==> config.mk <==
export PLATFORM = sky130hd
export DESIGN_NAME = mold_msg_deframer
export DESIGN_NICKNAME = d
export VERILOG_FILES = /design/src/rtl/mold_pkg.sv /design/src/rtl/mold_msg_deframer.sv
export SDC_FILE = /design/constraint.sdc
export NUM_CORES = 2
export LEC_CHECK = 0
export CORE_MARGIN = 2
export CORE_UTILIZATION = 40
export DETAILED_ROUTE_END_ITERATION = 10
export SLEW_MARGIN = 20
export SYNTH_ARGS = -nofsm -noshare
export SYNTH_HDL_FRONTEND = slang
export SYNTH_SLANG_ARGS = --single-unit
==> constraint.sdc <==
create_clock -name clkIn -period 5.9 [get_ports clkIn]
set_input_delay 0.59 -clock clkIn [delete_from_list [all_inputs] [get_ports clkIn]]
set_output_delay 0.59 -clock clkIn [all_outputs]
set_load 0.1 [all_outputs]
==> src/rtl/mold_pkg.sv <==
// Shared types and constants for the MoldUDP64 message deframer.
package mold_pkg;

   localparam int unsigned MOLD_HDR_BYTES = 20;
   localparam int unsigned MOLD_SEQ_OFS   = 10;
   localparam int unsigned MOLD_CNT_OFS   = 18;
   localparam int unsigned MSG_LEN_W      = 16;
   localparam int unsigned SEQ_W          = 64;

   localparam logic [MSG_LEN_W-1:0] MOLD_CNT_EOS = 16'hFFFF;

   typedef enum logic [2:0] {
      ST_IDLE,
      ST_HDR,
      ST_LEN_HI,
      ST_LEN_LO,
      ST_BODY
   } moldState_t;

   // Heartbeat (0) and end-of-session (0xFFFF) headers carry no message blocks.
   function automatic logic isNoMsgCnt(input logic [MSG_LEN_W-1:0] cnt);
      return (cnt == '0) || (cnt == MOLD_CNT_EOS);
   endfunction

endpackage

==> src/rtl/mold_msg_deframer.sv <==
// MoldUDP64 payload deframer: emits one left-aligned message per msgValidOut pulse.
// Optional sequence-gap detection is built when MOLD_SEQ_CHECK_EN is defined.
module mold_msg_deframer
   import mold_pkg::*;
#(
   parameter int unsigned MAX_MSG_BYTES = 48
) (
   input  logic                         clkIn,
   input  logic                         rstIn,
   input  logic                         byteValidIn,
   input  logic [7:0]                   byteIn,
   input  logic                         frameStartIn,
   output logic                         msgValidOut,
   output logic [MAX_MSG_BYTES*8-1:0]   msgDataOut,
   output logic [MSG_LEN_W-1:0]         msgLenOut,
   output logic                         msgTruncOut,
   output logic [SEQ_W-1:0]             msgSeqOut,
   output logic                         seqGapOut,
   output logic                         frameErrOut
);

   localparam int unsigned DATA_W = MAX_MSG_BYTES * 8;

   localparam logic [MSG_LEN_W-1:0] SEQ_FIRST = MSG_LEN_W'(MOLD_SEQ_OFS);
   localparam logic [MSG_LEN_W-1:0] CNT_FIRST = MSG_LEN_W'(MOLD_CNT_OFS);
   localparam logic [MSG_LEN_W-1:0] HDR_LAST  = MSG_LEN_W'(MOLD_HDR_BYTES - 1);
   localparam logic [MSG_LEN_W-1:0] MAX_LEN   = MSG_LEN_W'(MAX_MSG_BYTES);

   moldState_t             state;
   logic [MSG_LEN_W-1:0]   idx;        // byte index, shared by HDR and BODY
   logic [MSG_LEN_W-1:0]   msgCnt;     // messages remaining in the frame
   logic [MSG_LEN_W-1:0]   msgLen;
   logic [SEQ_W-1:0]       curSeq;     // header sequence, advanced per emitted message
   logic [DATA_W-1:0]      msgBuf;

   logic                   accept_c;
   logic [MSG_LEN_W-1:0]   cntFull_c;
   logic [MSG_LEN_W-1:0]   lenFull_c;
   logic [DATA_W-1:0]      bodyBuf_c;
   logic                   emit_c;

   assign accept_c  = byteValidIn && !frameStartIn;
   assign cntFull_c = {msgCnt[7:0], byteIn};
   assign lenFull_c = {msgLen[15:8], byteIn};

   // Body buffer with the current byte merged in; bytes past the buffer are dropped.
   always_comb begin
      bodyBuf_c = msgBuf;
      for (int unsigned i = 0; i < MAX_MSG_BYTES; i++) begin
         if (idx == MSG_LEN_W'(i)) begin
            bodyBuf_c[(MAX_MSG_BYTES-1-i)*8 +: 8] = byteIn;
         end
      end
   end

   assign emit_c = accept_c &&
                   (((state == ST_LEN_LO) && (lenFull_c == '0)) ||
                    ((state == ST_BODY) && (idx == MSG_LEN_W'(msgLen - 16'd1))));

   always_ff @(posedge clkIn) begin
      if (rstIn) begin
         state       <= ST_IDLE;
         idx         <= '0;
         msgCnt      <= '0;
         msgLen      <= '0;
         curSeq      <= '0;
         msgBuf      <= '0;
         msgValidOut <= 1'b0;
         msgDataOut  <= '0;
         msgLenOut   <= '0;
         msgTruncOut <= 1'b0;
         msgSeqOut   <= '0;
         frameErrOut <= 1'b0;
      end else begin
         msgValidOut <= 1'b0;
         frameErrOut <= 1'b0;

         if (byteValidIn && frameStartIn) begin
            // A frame start always restarts parsing; mid-frame it aborts the frame.
            if (state != ST_IDLE) begin
               frameErrOut <= 1'b1;
            end
            state <= ST_HDR;
            idx   <= 16'd1;
         end else if (byteValidIn) begin
            unique case (state)
               ST_IDLE: begin
               end
               ST_HDR: begin
                  if ((idx >= SEQ_FIRST) && (idx < CNT_FIRST)) begin
                     curSeq <= {curSeq[SEQ_W-9:0], byteIn};
                  end else if (idx >= CNT_FIRST) begin
                     msgCnt <= cntFull_c;
                  end
                  if (idx == HDR_LAST) begin
                     idx   <= '0;
                     state <= isNoMsgCnt(cntFull_c) ? ST_IDLE : ST_LEN_HI;
                  end else begin
                     idx <= idx + 16'd1;
                  end
               end
               ST_LEN_HI: begin
                  msgLen <= {byteIn, 8'h00};
                  msgBuf <= '0;
                  state  <= ST_LEN_LO;
               end
               ST_LEN_LO: begin
                  msgLen <= lenFull_c;
                  idx    <= '0;
                  state  <= ST_BODY;
               end
               ST_BODY: begin
                  msgBuf <= bodyBuf_c;
                  idx    <= idx + 16'd1;
               end
               default: begin
                  state <= ST_IDLE;
               end
            endcase

            // Message completion overrides the per-state next state.
            if (emit_c) begin
               msgValidOut <= 1'b1;
               msgSeqOut   <= curSeq;
               curSeq      <= curSeq + 64'd1;
               msgCnt      <= msgCnt - 16'd1;
               state       <= (msgCnt == 16'd1) ? ST_IDLE : ST_LEN_HI;
               if (state == ST_BODY) begin
                  msgDataOut  <= bodyBuf_c;
                  msgLenOut   <= msgLen;
                  msgTruncOut <= (msgLen > MAX_LEN);
               end else begin
                  msgDataOut  <= '0;
                  msgLenOut   <= '0;
                  msgTruncOut <= 1'b0;
               end
            end
         end
      end
   end

`ifdef MOLD_SEQ_CHECK_EN
   logic [SEQ_W-1:0] expSeq;
   logic             expValid;
   logic             hdrDone_c;

   assign hdrDone_c = accept_c && (state == ST_HDR) && (idx == HDR_LAST);

   // Expected next sequence is committed only when a header completes.
   always_ff @(posedge clkIn) begin
      if (rstIn) begin
         expSeq    <= '0;
         expValid  <= 1'b0;
         seqGapOut <= 1'b0;
      end else begin
         seqGapOut <= 1'b0;
         if (hdrDone_c) begin
            if (expValid && (curSeq != expSeq)) begin
               seqGapOut <= 1'b1;
            end
            expSeq   <= curSeq + ((cntFull_c == MOLD_CNT_EOS) ? 64'd0 : SEQ_W'(cntFull_c));
            expValid <= 1'b1;
         end
      end
   end
`else
   assign seqGapOut = 1'b0;
`endif

endmodule

==> run summary <==
status: finished clean
setup TNS: 0 ns
Die Y: 327 microns
Crit Path Category: reg -> reg
Clk Latency, worst-skew pair: 0.69 ns
clk_skew: 0.0305 ns
Critical Path RT: 6.48 ns
synthesized area per cell: 7.36 sq um
f_max: 239 MHz
number of global-route vias before repair: 36101
mapped cell area: 0.0418 sq mm
total number of vias: 39338
commonest non-fill, non-tap cells in the layout: nand2_1 (1907), a21oi_1 (1045), dfxtp_1 (966)
register area share after synthesis: 46.2%
Setup violations, final: 0
Peak supply drop: 0.202 mV
Post-CTS Hold Buffers: 0
Clock Root Buffer: clkbuf_16
post-synthesis register bit count: 966
worst hold path type: in -> reg
ys flop type: dfxtp_1
Hold Path Stages: 2
Netlist cell types: 67
Crit. End Element: flop
Slew @ Worst Pin: 1.18 ns
Tot GR Track Use: 24.8%
die footprint: 0.107 sq mm
Crit Path Max Fanout: 85
filler cell count: 10187
clk slew on worst S/H paths: 0.06 ns
WL per Instance: 19.1 microns
register-to-register setup slack: 1.71 ns
reg2reg end: msgDataOut[146]$_SDFFE_PP0P_
final worst path period need: 4.19 ns
CTS HTree Levels: 3
CTS Buffer Depth: 3
Routability Congestion: 0.866
Hold Path End: msgBuf[323]$_SDFFE_PP0P_
Avg Vias per Cell: 5.38
CTS Buf Count: 105
setup bufs post-CTS: 0
Area growth, synth to finish: 20.6%
final wirelength: 139 mm
Syn. warnings: 0
syn_nets: 5705
initial antenna violation count: 0
post-CTS resize count: 0
fin. max-slew vios: 0
RSZ-0062 raised after global routing: no
WHS: 0.309 ns
Core Rows: 118
DRT Pass-1 Iters: 6
GRT overflow: 0
final hold vios: 0
Core Area: 0.104 sq mm
Final #Nets: 5865
Residual DRC: 0
cell count after synthesis: 5683
DR iter-0 viols: 3725
min-delay src: rstIn
largest net degree at the start of global routing: 209
P_leak: 16.0 nW
final instance area: 0.0504 sq mm
hpwl dp: 82.0 mm
chip width: 327 microns
ANT cells: 0
max_slew headroom: 20.9%
cell count of the worst reg-to-reg path: 9
number of clock sinks: 966
share of cells above drive strength 1: 4.30%
CTS tree: done
Crit Reg-Reg Startpoint: msgLen[9]$_SDFFE_PP0P_
Final ANT Viol Nets: 0
Starting Density: 40.4%
IO Port Bufs: 478
Power per Cell Area: 267 mW/mm^2
Crit path arrival time: 4.77 ns
Final period util: 70.9%
commonest non-fill, non-tap cell in the layout: nand2_1
fraction of registers with async set/reset: 0%
Critical Path Source Type: flop
first-pass GRT wire length: 214 mm
I/O Pins: 480
Max Cap Viol: 0
placed cell area: 0.0470 sq mm
Post-synth EDFFs: 0
## per-layer routing
layer | vias to the layer above | track usage (%) | wire, microns
met5 | - | 0 | 0
met4 | 0 | 7.20 | 3370
met3 | 210 | 4.03 | 8480
met2 | 1148 | 39.6 | 64500
met1 | 18773 | 34.5 | 63200
li1 | 19207 | - | -
## worst max path at each step
stage / from / end / slack, ns / depth (start not counted)
floorplan: msgLen[0]$_SDFFE_PP0P_ / msgTruncOut$_SDFFE_PP0P_ / 3.02 / 13
global placement: byteValidIn / msgDataOut[106]$_SDFFE_PP0P_ / 1.70 / 10
detailed placement: byteValidIn / msgDataOut[87]$_SDFFE_PP0P_ / 1.62 / 10
CTS: msgLen[9]$_SDFFE_PP0P_ / msgDataOut[146]$_SDFFE_PP0P_ / 1.75 / 9
global route: msgLen[9]$_SDFFE_PP0P_ / msgDataOut[107]$_SDFFE_PP0P_ / 1.47 / 9
finish: msgLen[9]$_SDFFE_PP0P_ / msgDataOut[146]$_SDFFE_PP0P_ / 1.71 / 9
## critical path, stage by stage, from the launching register on
cell and delay, ns:
dfxtp_1 0.38, or4_1 0.63, nor3_1 0.42, a21oi_1 0.15
nor2_1 0.26, o41a_2 0.33, buf_4 0.71, buf_4 0.80
nand2_1 0.13, a21oi_1 0.16
## flip-flops by register name, indices dropped and copies added, names as in the netlist, 3 cells and up
register,cells
msgCnt,16
idx,16
msgBuf,384
state,3
msgLenOut,16
curSeq,64
msgDataOut,384
msgSeqOut,64
msgLen,16
## Yosys cell counts (3+ instances only)
library cell	count	area, sq um
or4_1	8	60.1
nor3_1	41	205
nand4_1	29	181
nor2b_1	7	43.8
a32oi_1	12	105
buf_1	28	105
nand2_1	1908	7160
xor2_1	20	175
nor2_1	388	1460
a22oi_1	11	82.6
or2_0	4	25.0
buf_2	78	390
a211oi_1	15	113
mux2i_1	266	2660
nor2_2	9	56.3
nand2b_1	4	25.0
nor3_2	3	30.0
nand3_1	83	415
o21a_1	4	30.0
a31oi_1	28	175
clkbuf_1	360	1350
dfxtp_1	966	19300
and4_1	7	61.3
o211ai_1	13	97.6
o31ai_1	3	22.5
and3_1	25	156
or2_2	5	31.3
ha_1	10	125
a21oi_1	1045	5230
and2_1	10	62.6
xnor2_1	14	123
o21ai_0	166	831
a211o_1	4	35.0
o311ai_0	6	52.6
or3_1	14	87.6
a311oi_1	9	78.8
nor4_1	15	93.8
buf_6	3	33.8
inv_1	20	75.1
a2bb2oi_1	3	26.3
a311o_1	3	30.0
## power by group
group          internal, mW  switching [mW]  total, mW  leakage, nW
Sequential             6.52         0.00502       6.53         7.78
Clock                  3.88            2.77       6.66         1.71
Combinational        0.0382           0.239      0.277         6.56
Total                  10.4            3.02       13.5         16.0
## layout make-up
class                           count  area, sq um  area share (%)
Sequential cell                   966        19300            38.4
Multi-Input combinational cell   4226        20600            40.8
Timing Repair Buffer              524         5280            10.5
Clock buffer                      152         3060            6.06
Inverter                           20         75.1           0.149
Tap cell                         1380         1730            3.42
Clock inverter                     38          388           0.769
## cells by family (layout without fill, tap and decap cells)
kind of cell / Yosys count / count (layout) / synth area share [%]
simple gates: 2575 / 2575 / 24.7
mux: 267 / 267 / 6.39
other cells: 1 / 1 / 0.00897
flops: 966 / 966 / 46.2
xor+xnor: 34 / 34 / 0.712
buf+inv: 491 / 734 / 4.71
fa+ha+maj: 10 / 10 / 0.299
compound gates: 1339 / 1339 / 17.0
## per-stage QoR
| stage | worst slack [ns] | util (%) | instances | total power, mW |
|---|---|---|---|---|
| finish | 1.71 | 48.6 | 7306 | 13.5 |
| global route | 1.47 | 48.6 | 7306 | 13.9 |
| CTS | 1.75 | 48.6 | 7306 | 13.6 |
| detailed placement | 1.62 | 45.3 | 7116 | 6.95 |
| global placement | 1.70 | 45.3 | 7116 | 6.95 |
| floorplan | 3.02 | - | 5683 | 6.83 |
(Power assumes the default switching activity.)
